<file path="src/rtl/morse_sequencer_if.sv">
`default_nettype none
`timescale 1ns / 1ps
// +----------------------------------------------------------------------------+
// | morse_sequencer_if : controller <-> Morse sequencer handshake bundle.      |
// | Rev 1.0                                                                    |
// +----------------------------------------------------------------------------+
interface morse_sequencer_if #(
  parameter int MAX_SYMS = 32
);
  localparam int IDX_W = $clog2(MAX_SYMS);

  logic                  start;
  logic                  stop;
  logic [2*MAX_SYMS-1:0] seq_in;
  logic                  morse_led;
  logic                  busy;
  logic                  done;
  logic [IDX_W-1:0]      sym_idx;

  modport master (
    output start, stop, seq_in,
    input  morse_led, busy, done, sym_idx
  );

  modport slave (
    input  start, stop, seq_in,
    output morse_led, busy, done, sym_idx
  );
endinterface
`default_nettype wire

</file>
<file path="src/rtl/morse_sequencer.sv">
`default_nettype none
`timescale 1ns / 1ps
// +----------------------------------------------------------------------------+
// | morse_sequencer : latches a packed symbol word and blinks it as Morse.     |
// | Optional macro MORSE_REPEAT_EN replays the word forever. Rev 1.0           |
// +----------------------------------------------------------------------------+
module morse_sequencer #(
  parameter int UNIT_CYCLES = 10000,
  parameter int MAX_SYMS    = 32
) (
  input  logic               clk,
  input  logic               reset,
  morse_sequencer_if.slave   bus
);

  localparam int CNT_W = $clog2(7 * UNIT_CYCLES);
  localparam int IDX_W = $clog2(MAX_SYMS);

  localparam logic [CNT_W-1:0] c_dot_load  = CNT_W'(UNIT_CYCLES - 1);
  localparam logic [CNT_W-1:0] c_dash_load = CNT_W'(3 * UNIT_CYCLES - 1);
  localparam logic [CNT_W-1:0] c_lgap_load = CNT_W'(2 * UNIT_CYCLES - 1);
  localparam logic [CNT_W-1:0] c_cnt_one   = CNT_W'(1);
  localparam logic [IDX_W-1:0] c_last_idx  = IDX_W'(MAX_SYMS - 1);
`ifdef MORSE_REPEAT_EN
  localparam logic [CNT_W-1:0] c_wgap_load = CNT_W'(7 * UNIT_CYCLES - 1);
`endif

  localparam logic [1:0] c_sym_dot  = 2'b00;
  localparam logic [1:0] c_sym_dash = 2'b01;
  localparam logic [1:0] c_sym_lgap = 2'b10;

`ifdef MORSE_REPEAT_EN
  typedef enum logic [2:0] {
    S_IDLE     = 3'd0,
    S_FETCH    = 3'd1,
    S_ON       = 3'd2,
    S_GAP      = 3'd3,
    S_WORD_GAP = 3'd4
  } state_t;
`else
  typedef enum logic [2:0] {
    S_IDLE  = 3'd0,
    S_FETCH = 3'd1,
    S_ON    = 3'd2,
    S_GAP   = 3'd3
  } state_t;
`endif

  state_t                      r_state;
  logic [CNT_W-1:0]            r_cnt;
  logic [MAX_SYMS-1:0][1:0]    r_word;
  logic [IDX_W-1:0]            r_sym_idx;
  logic                        r_led;
  logic                        r_busy;
  logic                        r_done;

  state_t                      w_state_nxt;
  logic [CNT_W-1:0]            w_cnt_nxt;
  logic [IDX_W-1:0]            w_idx_nxt;
  logic                        w_led_nxt;
  logic                        w_busy_nxt;
  logic                        w_done_nxt;
  logic                        w_load;
  logic                        w_end_word;
  logic [1:0]                  w_sym;
  logic                        w_cnt_zero;

  assign w_sym      = r_word[r_sym_idx];
  assign w_cnt_zero = (r_cnt == '0);

  always_ff @(posedge clk) begin
    if (!reset) begin
      r_state   <= S_IDLE;
      r_cnt     <= '0;
      r_word    <= '0;
      r_sym_idx <= '0;
      r_led     <= 1'b0;
      r_busy    <= 1'b0;
      r_done    <= 1'b0;
    end else begin
      r_state   <= w_state_nxt;
      r_cnt     <= w_cnt_nxt;
      r_sym_idx <= w_idx_nxt;
      r_led     <= w_led_nxt;
      r_busy    <= w_busy_nxt;
      r_done    <= w_done_nxt;
      if (w_load) begin
        r_word <= bus.seq_in;
      end
    end
  end

  always_comb begin
    w_state_nxt = r_state;
    w_cnt_nxt   = r_cnt;
    w_idx_nxt   = r_sym_idx;
    w_led_nxt   = r_led;
    w_busy_nxt  = r_busy;
    w_done_nxt  = 1'b0;
    w_load      = 1'b0;
    w_end_word  = 1'b0;

    case (r_state)
      S_IDLE: begin
        if (bus.start && !bus.stop) begin
          w_load      = 1'b1;
          w_idx_nxt   = '0;
          w_busy_nxt  = 1'b1;
          w_state_nxt = S_FETCH;
        end
      end
      S_FETCH: begin
        if (w_sym == c_sym_dot) begin
          w_state_nxt = S_ON;
          w_cnt_nxt   = c_dot_load;
          w_led_nxt   = 1'b1;
        end else if (w_sym == c_sym_dash) begin
          w_state_nxt = S_ON;
          w_cnt_nxt   = c_dash_load;
          w_led_nxt   = 1'b1;
        end else if (w_sym == c_sym_lgap) begin
          // The preceding element gap supplies the third unit of silence.
          w_state_nxt = S_GAP;
          w_cnt_nxt   = c_lgap_load;
        end else begin
          w_end_word  = 1'b1;
        end
      end
      S_ON: begin
        if (w_cnt_zero) begin
          w_state_nxt = S_GAP;
          w_cnt_nxt   = c_dot_load;
          w_led_nxt   = 1'b0;
        end else begin
          w_cnt_nxt   = r_cnt - c_cnt_one;
        end
      end
      S_GAP: begin
        if (w_cnt_zero) begin
          if (r_sym_idx == c_last_idx) begin
            w_end_word  = 1'b1;
          end else begin
            w_idx_nxt   = r_sym_idx + IDX_W'(1);
            w_state_nxt = S_FETCH;
          end
        end else begin
          w_cnt_nxt   = r_cnt - c_cnt_one;
        end
      end
`ifdef MORSE_REPEAT_EN
      S_WORD_GAP: begin
        if (w_cnt_zero) begin
          w_idx_nxt   = '0;
          w_state_nxt = S_FETCH;
        end else begin
          w_cnt_nxt   = r_cnt - c_cnt_one;
        end
      end
`endif
      default: begin
        w_state_nxt = S_IDLE;
        w_cnt_nxt   = '0;
        w_led_nxt   = 1'b0;
        w_busy_nxt  = 1'b0;
      end
    endcase

    if (w_end_word) begin
      w_done_nxt = 1'b1;
      w_led_nxt  = 1'b0;
`ifdef MORSE_REPEAT_EN
      // An empty word (end code in slot 0) would spin forever, so it exits.
      if (r_state == S_FETCH && r_sym_idx == '0) begin
        w_state_nxt = S_IDLE;
        w_cnt_nxt   = '0;
        w_busy_nxt  = 1'b0;
      end else begin
        w_state_nxt = S_WORD_GAP;
        w_cnt_nxt   = c_wgap_load;
      end
`else
      w_state_nxt = S_IDLE;
      w_cnt_nxt   = '0;
      w_busy_nxt  = 1'b0;
`endif
    end

    if (bus.stop && r_state != S_IDLE) begin
      w_state_nxt = S_IDLE;
      w_cnt_nxt   = '0;
      w_led_nxt   = 1'b0;
      w_busy_nxt  = 1'b0;
      w_done_nxt  = 1'b0;
    end
  end

  assign bus.morse_led = r_led;
  assign bus.busy      = r_busy;
  assign bus.done      = r_done;
  assign bus.sym_idx   = r_sym_idx;

endmodule
`default_nettype wire
</file>
<file path="src/flat_wrapper.sv">
// flat-port wrapper written by rule: the top's interface ports become plain ports
module morse_sequencer_flat 
#(
  parameter int UNIT_CYCLES = 10000,
  parameter int MAX_SYMS    = 32
)
  (clk, reset, bus_start, bus_stop, bus_seq_in, bus_morse_led, bus_busy, bus_done, bus_sym_idx);
  morse_sequencer_if #(.MAX_SYMS(MAX_SYMS)) bus_i ();
  input  logic clk;
  input  logic reset;
  input wire logic [$bits(bus_i.start)-1:0] bus_start;
  input wire logic [$bits(bus_i.stop)-1:0] bus_stop;
  input wire logic [$bits(bus_i.seq_in)-1:0] bus_seq_in;
  output wire logic [$bits(bus_i.morse_led)-1:0] bus_morse_led;
  output wire logic [$bits(bus_i.busy)-1:0] bus_busy;
  output wire logic [$bits(bus_i.done)-1:0] bus_done;
  output wire logic [$bits(bus_i.sym_idx)-1:0] bus_sym_idx;
  assign bus_i.start = bus_start;
  assign bus_i.stop = bus_stop;
  assign bus_i.seq_in = bus_seq_in;
  assign bus_morse_led = bus_i.morse_led;
  assign bus_busy = bus_i.busy;
  assign bus_done = bus_i.done;
  assign bus_sym_idx = bus_i.sym_idx;
  morse_sequencer #(.UNIT_CYCLES(UNIT_CYCLES), .MAX_SYMS(MAX_SYMS)) u_core (.clk(clk), .reset(reset), .bus(bus_i));
endmodule
</file>
<file path="config.mk">
export PLATFORM = sky130hd
export DESIGN_NAME = morse_sequencer_flat
export DESIGN_NICKNAME = d
export VERILOG_FILES = /design/src/rtl/morse_sequencer_if.sv /design/src/rtl/morse_sequencer.sv /design/src/flat_wrapper.sv
export SDC_FILE = /design/constraint.sdc
export NUM_CORES = 1
export LEC_CHECK = 0
export ABC_AREA = 1
export BUFFER_PORTS_ARGS = -buffer_cell sky130_fd_sc_hd__buf_2
export CORE_MARGIN = 4
export CORE_UTILIZATION = 55
export DETAILED_ROUTE_END_ITERATION = 10
export GPL_ROUTABILITY_DRIVEN = 0
export PLACE_DENSITY_LB_ADDON = 0.15
export SLEW_MARGIN = 10
export SYNTH_ARGS = -nofsm -noshare
export SYNTH_HDL_FRONTEND = slang
export SYNTH_SLANG_ARGS = --single-unit
</file>
<file path="constraint.sdc">
create_clock -name clk -period 5.85 [get_ports clk]
set_input_delay 0.585 -clock clk [delete_from_list [all_inputs] [get_ports clk]]
set_output_delay 0.585 -clock clk [all_outputs]
set_load 0.01 [all_outputs]
</file>
# == After elaboration in Yosys (flattened, before gate mapping) ==
# Index checks and enable logic that the tools add are counted.
# totals
word_cells,110
in_bits,68
reg_bits,92
output_inout_bits,8
# op_classes
eq_ne,13
magnitude_cmp,1
n_mux,35
bitwise_logic,4
add_sub_neg,2
n_reduce_logical,17
# ops
cell,n
17-bit 2-to-1 mux,5
17-bit case mux with 4 select lines,1
3-bit 2-to-1 mux,7
17-bit zero test,1
"17-bit by 1-bit subtractor with 17-bit output, second input constant",1
5-bit 2-to-1 mux,3
1-bit 2-to-1 mux,12
3-bit case mux with 4 select lines,1
2-bit binary-select mux with 5-bit select,1
5-bit case mux with 2 select lines,1
"3-bit by 2-bit == test with 1-bit output, second input constant",2
"5-bit by 6-bit < comparator with 1-bit output, second input constant",1
"2-bit by 1-bit != test with 1-bit output, second input constant",3
3-bit AND reduction,2
3-bit OR reduction,2
"5-bit by 1-bit adder with 5-bit output, second input constant",1
"5-bit == test, second input constant",1
5-bit AND reduction,1
"2-bit != test, second input constant",2
"4-bit by 1-bit != test with 1-bit output, second input constant",1
1-bit inverter,4
1-bit case mux with 2 select lines,2
4-bit AND reduction,1
2-bit OR reduction,2
other kinds (13),14

# == Longest topological paths before layout ==
# Gate-level depths: netlist (run 1).
# depth
depth_word,8
depth_mapped,23
depth_no_buf,20

# == Least setup slack after synthesis (run 1) ==
# OpenSTA, ideal clock, no wires.
# synth_path
path_kind,register to register
startpoint,"reg u_core.r_sym_idx[0], in the netlist u_core.bus.sym_idx[0]"
endpoint,reg u_core.r_cnt[6]
t_arrival_ns,2.486
path_slack_ns,3.300
path_stages_with_launch,21
path_buffers,3
period_less_slack_ns,2.550
required_ns,5.786
setup_ns,0.064
cell_sequence,dfxtp_1 buf_2 clkbuf_1 nand2_1 o21a_1 o211ai_1 o211ai_1 nand3_1 nand2_1 ha_1 inv_1 nand2_1 or2_1 nand2_1 inv_1 nand2_4 inv_2 buf_6 nand3_2 nand2_1 nor2_1
# synth_between
elab_chain_len,8
word_cells_on_any_way,18
classes_between,4 x eq/ne; 11 x mux; 3 x reduce/logical
# synth_lines
item,line,rtl
start: declaration,morse_sequencer.sv:52,logic [IDX_W-1:0] r_sym_idx;
start signal: assignment,morse_sequencer.sv:83,r_sym_idx <= w_idx_nxt;
2-bit binary-select mux with 5-bit select,morse_sequencer.sv:68,assign w_sym = r_word[r_sym_idx];
2-bit 2-to-1 mux (implied by the code),morse_sequencer.sv:68,
2-bit == test,morse_sequencer.sv:121,end else if (w_sym == c_sym_lgap) begin
1-bit 2-to-1 mux,morse_sequencer.sv:121,
1-bit 2-to-1 mux,morse_sequencer.sv:117,end else if (w_sym == c_sym_dash) begin
1-bit 2-to-1 mux,morse_sequencer.sv:113,if (w_sym == c_sym_dot) begin
1-bit case mux with 2 select lines,morse_sequencer.sv:103,case (r_state)
3-bit OR reduction (no line),-,
end signal: assignment,morse_sequencer.sv:82,r_cnt <= w_cnt_nxt;
end: declaration,morse_sequencer.sv:50,logic [CNT_W-1:0] r_cnt;
# Several ways; a longest one is shown, not always the timed one. The select of a mux whose other input is x is not followed.
# A chain may end at the register's enable or synchronous reset.

# == Worst setup path after layout (run 1) ==
# layout_path
startpoint,"reg u_core.r_sym_idx[1], in the netlist u_core.bus.sym_idx[1]"
endpoint,reg u_core.r_cnt[1]
# Same word-level chain as after synthesis.

==> flow_summary_export.csv, run 1 <==
group,metric,value,unit
status,status,"finished clean",
drt,wire_per_inst,14.27,um
floorplan,num_rows,34,
clocking,cts_sinks,91,
timing,slew-limit-headroom,0.4660,
floorplan,fp.dieArea,10490,um2
logic_synthesis,yosysSeqAreaShare,0.3715,
timing,post-route-period-util,0.5995,
final_layout,n_antenna_cell,0,
worst_setup_path,crit_fanout,24,
worst_setup_path,max_stage_delay,0.72,ns
floorplan,die_h,102.4,um
clocking,cts_buffers,9,
job,max_cap_viol_count,0,
logic_synthesis,yosys_warnings,0,
logic_synthesis,synth_simple_gate_area_frac,0.3052,
logic_synthesis,synth.distinct_cells,32,
timing,hold_viol,0,
pwr,p_total,3213,uW
floorplan,num_io_pins,76,
logic_synthesis,synth_seq_cells,91,
place,dp_hpwl,9221,um
timing,slew_viol_final,0,
floorplan,die_w,102.4,um
logic_synthesis,synth_mux_area_frac,0,
worst_setup_path,critical_path.most_common_cell,"nand2_1",
timing,max_freq,285.2,MHz
worst_setup_path,arrival,3.77,ns
timing,tightest_slew,0.8010,ns
timing,finClkSkew,0.01096,ns
worst_setup_path,crit_type,"flop to flop",
clocking,clock-root-buffer,"clkbuf_8",
worst_setup_path,start_kind,"flop",
clocking,htree_levels,3,
pwr,p_leak,0.002455,uW
worst_setup_path,slowest_stage,"dfxtp_1",
clocking,cts-resized-gates,0,
timing,setup_violations,0,
clocking,clock_latency,0.36,ns
logic_synthesis,synth_compound_area_frac,0.1914,
floorplan,initial_utilization,0.5650,
final_layout,syn2layout_area_growth,11.66,%
logic_synthesis,synth_nets,823,
grt,grt_usage,0.2562,
worst_setup_path,endpoint_kind,"flop",
grt,grt_max_degree,92,
clocking,cts_tree,"built",
drt,drtAntennaViolNets,0,
floorplan,core,8678,um2
min_path,hold_path.class,"flop to flop",
final_layout,nNetsFinal,873,
pwr,peakVddDrop,0.0003983,V
worst_setup_path,cp.required,6.11,ns
logic_synthesis,synth_fa_ha_area_frac,0.03062,
timing,period_needed,3.507,ns
clocking,clockBufferDepth,2,
grt,antenna_found_initial,0,
pwr,p_per_area,586.8,nW/um2
clocking,ctsHoldBuffers,0,
logic_synthesis,synth_top_family_by_area,"simple AND/OR/NAND/NOR gates",
logic_synthesis,netlist_area,4903,um2
clocking,post-cts-setup-buffer-count,0,
grt,grt_pass1_wl,21590,um
worst_setup_path,crit_chain,"inv_1 -> a21oi_1 -> o21ai_0 -> nand3_1 -> nand2_1 -> nand2_1 -> nand3_1 -> nand2_1 -> ha_1 -> inv_1 -> nand2_1 -> or2_1 -> nand2_1 -> inv_1 -> nand2_4 -> inv_2 -> nand2_1 -> nor2_1 -> nor2_1",
drt,wirelength,12930,um
drt,vias,4976,
timing,rsz0062_at_grt,"no",
place,numPortBuffers,75,
drt,drc,0,
drt,firstDrtPassIters,6,
clocking,clk_pin_slew,0.09,ns
timing,fin_tns_setup,0,ns
logic_synthesis,avgSynthCellArea,6.600,um2
drt,drt-vias-per-instance,5.492,
drt,drtIter0Drc,406,
final_layout,drive_gt1_frac,0.1416,
logic_synthesis,synth_cells,743,
logic_synthesis,synth_xor_area_frac,0.01072,
grt,grt_pass1_vias,4540,
grt,globalRouteOverflowTotal,0,
## stage by stage
stage / hold WS (ns) / cells / setup WS (ns) / utilization / cell area [um2]
final: 0.4475 / 906 / 2.343 / 0.6309 / 5475
after CTS: 0.4509 / 906 / 2.406 / 0.6309 / 5475
after detailed placement: 0.4373 / 890 / 2.416 / 0.6076 / 5273
after floorplan: 0.4244 / 743 / 3.300 / - / 4903
after global routing: 0.4819 / 906 / 1.977 / 0.6309 / 5475
after global placement: 0.4334 / 890 / 2.574 / 0.6076 / 5273
## path summary, 6_finish.rpt
check                                      from                            to  slack [ns]  cells after the start
max reg2reg  u_core.bus.sym_idx[1]$_SDFFE_PN0P_  u_core.r_cnt[1]$_SDFFE_PP0P_        2.34                     19
min                u_core.bus.busy$_SDFFE_PP0P_  u_core.bus.busy$_SDFFE_PP0P_        0.45                      2
max          u_core.bus.sym_idx[1]$_SDFFE_PN0P_  u_core.r_cnt[1]$_SDFFE_PP0P_        2.34                     19
min reg2reg        u_core.bus.busy$_SDFFE_PP0P_  u_core.bus.busy$_SDFFE_PP0P_        0.45                      2
## layer usage
layer	routed length [um]	global-route usage	vias up
met5	0	0	-
met2	5928	0.4027	149
li1	-	-	2525
met3	798	0.03618	18
met4	177	0.08073	0
met1	6025	0.3636	2284
## registers in the layout, summed over array words and instances (netlist names)
register / flops
u_core.bus.done: 1
u_core.r_state: 2
u_core.r_cnt: 17
u_core.r_word: 64
u_core.bus.morse_led: 1
u_core.bus.busy: 1
u_core.bus.sym_idx: 5
## synthesized netlist by cell type, drive strengths merged
cell type  count  area share
nor2          75       0.065
o21ai         55       0.056
or2            1      0.0013
clkbuf        27       0.021
clkinv         3      0.0023
buf           14       0.016
o21a           2      0.0031
nand3         70       0.076
a21oi        100        0.10
nor3b          1      0.0015
xor2           4      0.0071
xnor2          2      0.0036
nand2        195        0.15
inv           67       0.051
o22ai          2      0.0026
nand4          4      0.0082
o211ai        18       0.028
dfxtp         91        0.37
ha            12       0.031
## cells by family (layout without fill, tap and decap cells)
logic type	count (synthesis)	count (layout)
buffers and inverters	111	166
and+or+nand+nor	346	346
AOI/OAI and AO/OA	177	177
adders and majority gates	12	12
DFF	91	91
xor gates and xnor gates	6	6
## critical path, delay by kind of cell, from the launching register on
| family | cells | cell delay (ns) |
|---|---|---|
| simple gates | 12 | 1.23 |
| buf+inv | 4 | 0.92 |
| compound gates | 2 | 0.36 |
| fa+ha+maj | 1 | 0.18 |
| flops | 1 | 0.72 |
## report_power, final
part	switching, uW	internal [uW]	leakage [uW]
clock network	234	211	0.0000922
logic	1240	580	0.00162
registers	132	820	0.000748
## layout by cell type (no fill, tap or decap), drive strengths merged
cell type,count
nand2,195
a21oi,100
dfxtp,91
buf,80
nor2,75
nand3,70
inv,68
o21ai,55
o211ai,18
ha,12
clkbuf,11
xor2,4
nand4,4
clkinv,3
clkinvlp,3
o22ai,2
o21a,2
xnor2,2
or2,1
nor3b,1
bufinv,1
## cell type report
cell class / instances / area [um2]
clock buffers: 11 / 141.4
clock inverters: 5 / 61.31
fillers: 858 / 3203
inverters: 70 / 262.8
multi-input cells: 541 / 2640
flip-flops and latches: 91 / 1822
well taps: 108 / 135.1
repair buffers: 80 / 412.9
Power figures use the tool's default switching activity.
==> run 2: changes to the inputs <==
==> constraint.sdc (replaced) <==
create_clock -name clk -period 3.6 [get_ports clk]
set_input_delay 0.36 -clock clk [delete_from_list [all_inputs] [get_ports clk]]
set_output_delay 0.36 -clock clk [all_outputs]
set_load 0.01 [all_outputs]
==> flow_summary_export.csv, run 2 (same netlist as run 1, synthesis figures left out) <==
group,metric,value,unit
place,dp_hpwl,9143,um
drt,vias,4971,
grt,grt_usage,0.2520,
pwr,pwr-share-clk,0.153,
drt,drc,0,
place,dp_cells,893,
final_layout,final_cell_mix,"nand2_1, a21oi_1, dfxtp_1",
pwr,p_leak,0.002491,uW
clocking,cts_tree,"built",
timing,fin_tns_setup,0,ns
grt,met3_usage,0.04778,
grt,grt_max_degree,79,
floorplan,die_h,102.4,um
final_layout,final_common_cell,"nand2_1",
clocking,clk_pin_slew,0.09,ns
floorplan,fp.dieArea,10490,um2
grt,gr-usage-met1,0.3496,
clocking,htree_levels,3,
final_layout,largest_register_ff_count,64,
pwr,swShare,0.4871,
place,numPortBuffers,75,
worst_setup_path,crit_chain,"inv_1 -> o21ai_0 -> o22ai_1 -> nand2_1 -> nand2_1 -> nand2_1 -> nand3_1 -> nand2_1 -> ha_1 -> inv_1 -> nand2_1 -> or2_1 -> nand2_1 -> inv_1 -> nand2_4 -> inv_2 -> nand2_1 -> nor2_1 -> nor2_1",
grt,globalRouteOverflowTotal,0,
timing,hold_viol,0,
worst_setup_path,crit_fanout,24,
timing,max_freq,336.5,MHz
timing,slew-limit-headroom,0.5385,
drt,drt-vias-per-instance,5.475,
clocking,clock_latency,0.36,ns
grt,grt.met2_usage,0.3878,
worst_setup_path,arrival,3.28,ns
final_layout,fin_cells,908,
drt,wirelength,13080,um
grt,grt_pass1_vias,4464,
timing,finClkSkew,0.01084,ns
grt,antenna_found_initial,0,
timing,rsz0062_at_grt,"no",
worst_setup_path,start_kind,"flop",
final_layout,fillers,820,
final_layout,syn2layout_area_growth,12.68,%
drt,wire_per_inst,14.40,um
worst_setup_path,cp.required,3.91,ns
timing,slew_viol_final,0,
floorplan,num_io_pins,76,
min_path,hold_path.class,"input pin to flop",
timing,tightest_slew,0.6922,ns
worst_setup_path,crit_type,"flop to flop",
pwr,p_per_area,970.3,nW/um2
drt,drtIter0Drc,293,
worst_setup_path,slowest_stage,"inv_1",
floorplan,initial_utilization,0.5650,
worst_setup_path,rrSetupSlack,0.63,ns
pwr,p_int,2750,uW
timing,post-route-period-util,0.8256,
place,dp_worst_setup_slack,0.7401,ns
pwr,p_seq_frac,0.284,
timing,fin_hold_ws,0.2578,ns
worst_setup_path,critical_path.most_common_cell,"nand2_1",
pwr,switching_power,2611,uW
clocking,cts_sinks,91,
floorplan,num_rows,34,
pwr,p_comb_frac,0.563,
worst_setup_path,endpoint_kind,"flop",
drt,firstDrtPassIters,5,
timing,setup_violations,0,
grt,top_usage_layer,"met2",
clocking,ctsHoldBuffers,0,
final_layout,regMostFlops,"u_core.r_word",
grt,grt_pass1_wl,21050,um
worst_setup_path,max_stage_delay,0.49,ns
clocking,clock-root-buffer,"clkbuf_8",
clocking,post-cts-setup-buffer-count,0,
timing,period_needed,2.972,ns
clocking,cts-resized-gates,0,
status,status,"finished clean",
floorplan,die_w,102.4,um
pwr,peakVddDrop,0.0004888,V
job,max_cap_viol_count,0,
floorplan,core,8678,um2
timing,setup_slack,0.6280,ns
clocking,cts_buffers,9,
final_layout,n_antenna_cell,0,
final_layout,drive_gt1_frac,0.1438,
final_layout,nNetsFinal,876,
clocking,clockBufferDepth,2,
drt,drtAntennaViolNets,0,
run 2: cell count changes in the layout (fill, tap and decap cells not counted), sizes merged:
| cell | before | now |
|---|---|---|
| inv | 68 | 67 |
| bufinv | 1 | 3 |
| clkbuf | 11 | 10 |
| clkinvlp | 3 | 1 |
| buf | 80 | 83 |
| clkinv | 3 | 4 |
run 2: area by class of cell:
| class | instances | area, um2 | area share |
|---|---|---|---|
| multi-input combinational | 541 | 2640 | 0.4778 |
| sequential | 91 | 1822 | 0.3297 |
| timing repair buffer | 83 | 435.4 | 0.07880 |
| clock inverter | 5 | 102.6 | 0.01857 |
| clock buffer | 10 | 127.6 | 0.02310 |
| inverter | 70 | 262.8 | 0.04755 |
| tap | 108 | 135.1 | 0.02446 |
run 2: power by group through the flow:
stage               Combinational [uW]  Clock, uW  Sequential (uW)
detailed placement                2960          0             1540
finish                            3020        821             1520
floorplan                         2370          0             1490
global route                      3390        866             1550
CTS                               2980        829             1520
global placement                  2890          0             1530
run 2: worst paths after layout:
check	from	endpoint	cells past startpoint
worst max-delay path	u_core.bus.sym_idx[1]$_SDFFE_PN0P_	u_core.r_cnt[0]$_SDFFE_PP0P_	19
worst min-delay path	bus_seq_in[10]	u_core.r_word[10]$_SDFFE_PN0P_	3
worst max register to register	u_core.bus.sym_idx[1]$_SDFFE_PN0P_	u_core.r_cnt[0]$_SDFFE_PP0P_	19
worst min register to register	u_core.bus.busy$_SDFFE_PP0P_	u_core.bus.busy$_SDFFE_PP0P_	2
run 2: critical path: cells and delay by family, from the launching register on:
family	cells	cell delay, ns
buf+inv	4	0.78
compound gates	2	0.38
fa+ha+maj	1	0.21
simple gates	12	1.22
flops	1	0.33
run 2: routing by layer:
metal	up-vias	wire [um]
met1	2267	6075
met2	165	5875
met3	19	897
met5	-	0
li1	2520	-
met4	0	231
run 2: per-stage QoR:
step	cell area, um2	total power, uW	util
2_1_floorplan	4903	3862	-
3_3_place_gp	5295	4423	0.6102
3_5_place_dp	5295	4504	0.6102
6_report	5525	5361	0.6367
4_1_cts	5525	5333	0.6367
5_1_grt	5525	5811	0.6367
==> run 3: changes to the inputs <==
--- a/config.mk
+++ b/config.mk
@@ -5,7 +5,7 @@
 export SDC_FILE = /design/constraint.sdc
 export NUM_CORES = 1
 export LEC_CHECK = 0
-export ABC_AREA = 1
+export ABC_AREA = 0
 export BUFFER_PORTS_ARGS = -buffer_cell sky130_fd_sc_hd__buf_2
 export CORE_MARGIN = 4
 export CORE_UTILIZATION = 55
==> constraint.sdc (replaced) <==
create_clock -name clk -period 2.9 [get_ports clk]
set_input_delay 0.29 -clock clk [delete_from_list [all_inputs] [get_ports clk]]
set_output_delay 0.29 -clock clk [all_outputs]
set_load 0.01 [all_outputs]
==> flow_summary_export.csv, run 3 <==
group,metric,value,unit
status,status,"finished, violations left",
status,violations,"setup timing",
final_layout,final_common_cell,"nand2_1",
floorplan,initial_utilization,0.5717,
final_layout,fin_cells,748,
worst_setup_path,reg2reg_depth,12,
worst_setup_path,crit_type,"flop to flop",
logic_synthesis,synth_mux_area_frac,0.1031,
job,max_cap_viol_count,0,
logic_synthesis,synth_nets,632,
clocking,clockBufferDepth,2,
final_layout,drive_gt1_frac,0.3110,
final_layout,syn2layout_area_growth,24.42,%
drt,drt-vias-per-instance,5.922,
final_layout,largest_register_ff_count,64,
clocking,cts_sinks,91,
drt,wirelength,12570,um
place,dp_cells,720,
logic_synthesis,yosysSeqAreaShare,0.3840,
clocking,cts_buffers,9,
timing,hold_viol,0,
final_layout,final_cell_mix,"nand2_1, dfxtp_1, buf_2",
worst_setup_path,regToRegEndpoint,"u_core.r_state[0]$_SDFFE_PP0P_",
floorplan,num_rows,33,
floorplan,fp.dieArea,10180,um2
timing,max_freq,328.1,MHz
logic_synthesis,synthArstFlopShare,0,
place,numPortBuffers,75,
drt,firstDrtPassIters,6,
clocking,cts_tree,"built",
drt,vias,4430,
clocking,clk_pin_slew,0.09,ns
place,dp_hpwl,8580,um
pwr,p_total,5453,uW
final_layout,stdcell_area,5903,um2
logic_synthesis,synth_compound_area_frac,0.2199,
final_layout,nNetsFinal,719,
logic_synthesis,synth_simple_gate_area_frac,0.2215,
timing,finClkSkew,0.01396,ns
pwr,p_leak,0.002246,uW
min_path,hold_path.class,"input pin to flop",
floorplan,die_h,100.9,um
logic_synthesis,synth_top_area_share,0.3840,
timing,setup_slack,-0.1481,ns
grt,grt_pass1_vias,4255,
floorplan,die_w,100.9,um
logic_synthesis,netlist_area,4745,um2
logic_synthesis,yosys.cell_count.top_type,"nand2_1",
worst_setup_path,arrival,3.32,ns
worst_setup_path,rr_startpoint,"u_core.bus.sym_idx[0]$_SDFFE_PN0P_",
worst_setup_path,cp.required,3.17,ns
timing,rsz0062_at_grt,"yes",
floorplan,num_io_pins,76,
drt,drtAntennaViolNets,0,
drt,drtIter0Drc,262,
worst_setup_path,cp-startpoint,"u_core.bus.sym_idx[0]$_SDFFE_PN0P_",
logic_synthesis,synth.distinct_cells,63,
pwr,peakVddDrop,0.0006347,V
final_layout,regMostFlops,"u_core.r_word",
logic_synthesis,synth_area_leaders,"dfxtp_1, nand2_1, a21boi_0",
timing,slew-limit-headroom,0.2294,
worst_setup_path,crit_fanout,4,
clocking,clock_latency,0.37,ns
logic_synthesis,synth_edf_count,0,
place,dpl_cell_area,5309,um2
timing,post-route-period-util,1.051,
grt,antenna_found_initial,0,
timing,slew_viol_final,0,
timing,period_needed,3.048,ns
logic_synthesis,synth_seq_cells,91,
logic_synthesis,synth_cells,552,
grt,grt_max_degree,66,
clocking,clock-root-buffer,"clkbuf_8",
logic_synthesis,yosys_warnings,0,
grt,globalRouteOverflowTotal,0,
timing,tightest_slew,1.156,ns
logic_synthesis,avgSynthCellArea,8.595,um2
pwr,p_per_area,923.7,nW/um2
logic_synthesis,synth_fa_ha_area_frac,0.03165,
clocking,htree_levels,3,
logic_synthesis,synth_top_family_by_area,"simple AND/OR/NAND/NOR gates",
timing,fin_tns_setup,-1.529,ns
logic_synthesis,synth_top_area_cell,"dfxtp_1",
worst_setup_path,start_kind,"flop",
logic_synthesis,yosys-top-cells-count,"nand2_1, dfxtp_1, a21boi_0, nor2_1, clkbuf_1",
worst_setup_path,crit_path_end,"u_core.r_state[0]$_SDFFE_PP0P_",
timing,setup_violations,18,
final_layout,fin_util,0.7113,
final_layout,n_antenna_cell,0,
floorplan,core,8299,um2
logic_synthesis,synth_xor_area_frac,0,
worst_setup_path,rrSetupSlack,-0.15,ns
worst_setup_path,endpoint_kind,"flop",
logic_synthesis,synth_ff_type,"dfxtp_1",
drt,wire_per_inst,16.80,um
drt,drc,0,
grt,grt_usage,0.2485,
grt,grt_pass1_wl,20170,um
-- run 3: changes by cell type after synthesis, sizes merged, moves of 7 or more --
cell / previous run / this run
o21ai: 55 / 24
nand2: 195 / 144
a21boi: 0 / 64
inv: 67 / 13
nor4: 0 / 7
mux4: 0 / 16
nor2: 75 / 24
mux2: 0 / 7
a21oi: 100 / 21
nor3: 0 / 8
nand3: 70 / 8
o211ai: 18 / 1
-- run 3: power by group --
| group | internal [uW] | switching [uW] |
|---|---|---|
| sequential | 1440 | 199 |
| combinational | 1200 | 1740 |
| clock | 399 | 473 |
-- run 3: cell families (layout without fill, tap and decap cells) --
logic type | Yosys count | after routing
and+or+nand+nor | 224 | 224
AOI/OAI and AO/OA | 149 | 149
DFF | 91 | 91
buffers and inverters | 48 | 139
muxes | 28 | 28
adders and majority gates | 12 | 12
-- run 3: worst min path at each step --
stage | from | endpoint | slack (ns) | depth (start not counted)
2_1_floorplan | bus_seq_in[0] | u_core.r_word[0]$_SDFFE_PN0P_ | 0.43 | 2
3_3_place_gp | u_core.r_word[37]$_SDFFE_PN0P_ | u_core.r_word[37]$_SDFFE_PN0P_ | 0.45 | 2
3_5_place_dp | u_core.r_word[37]$_SDFFE_PN0P_ | u_core.r_word[37]$_SDFFE_PN0P_ | 0.46 | 2
4_1_cts | bus_seq_in[15] | u_core.r_word[15]$_SDFFE_PN0P_ | 0.16 | 3
5_1_grt | bus_seq_in[18] | u_core.r_word[18]$_SDFFE_PN0P_ | 0.16 | 3
6_report | bus_seq_in[6] | u_core.r_word[6]$_SDFFE_PN0P_ | 0.16 | 3
-- run 3: worst max-delay path, stage by stage (launching register included) --
cell and delay (ns):
dfxtp_4 0.40, buf_12 0.12, mux4_2 0.49, mux4_2 0.55
mux2i_4 0.21, ha_4 0.24, nor3b_4 0.22, buf_4 0.15
buf_6 0.10, a21oi_4 0.03, nand3b_1 0.19, a22o_1 0.18
a21oi_1 0.06
-- run 3: repair_timing --
action / in CTS / in global routing
pin swaps: 17 / 14
gates resized for setup: 42 / 25
setup buffers: 10 / 4
hold buffers: 0 / 0
setup endpoints to repair: 21 / 21
-- run 3: area by class of cell --
cell class              count  area, um2
multi-input cells         413       3005
fillers                   640       2396
clock inverters             5      62.56
inverters                  13      48.80
clock buffers              10      127.6
repair buffers            111      700.7
flip-flops and latches     91       1827
well taps                 105      131.4
-- run 3: routing by layer --
metal	global-route usage	up-vias	wire length, um
li1	-	2139	-
met1	0.3109	2065	5133
met2	0.4157	189	6207
met3	0.05675	37	964
met4	0.09430	0	262
met5	0	-	0
-- run 3: per-stage QoR --
step / hold slack [ns] / setup slack [ns]
floorplan: 0.4349 / -0.1752
CTS: 0.1600 / -0.1809
global route: 0.1631 / -0.2669
global placement: 0.4483 / -0.2174
finish: 0.1565 / -0.1481
detailed placement: 0.4562 / -0.3054
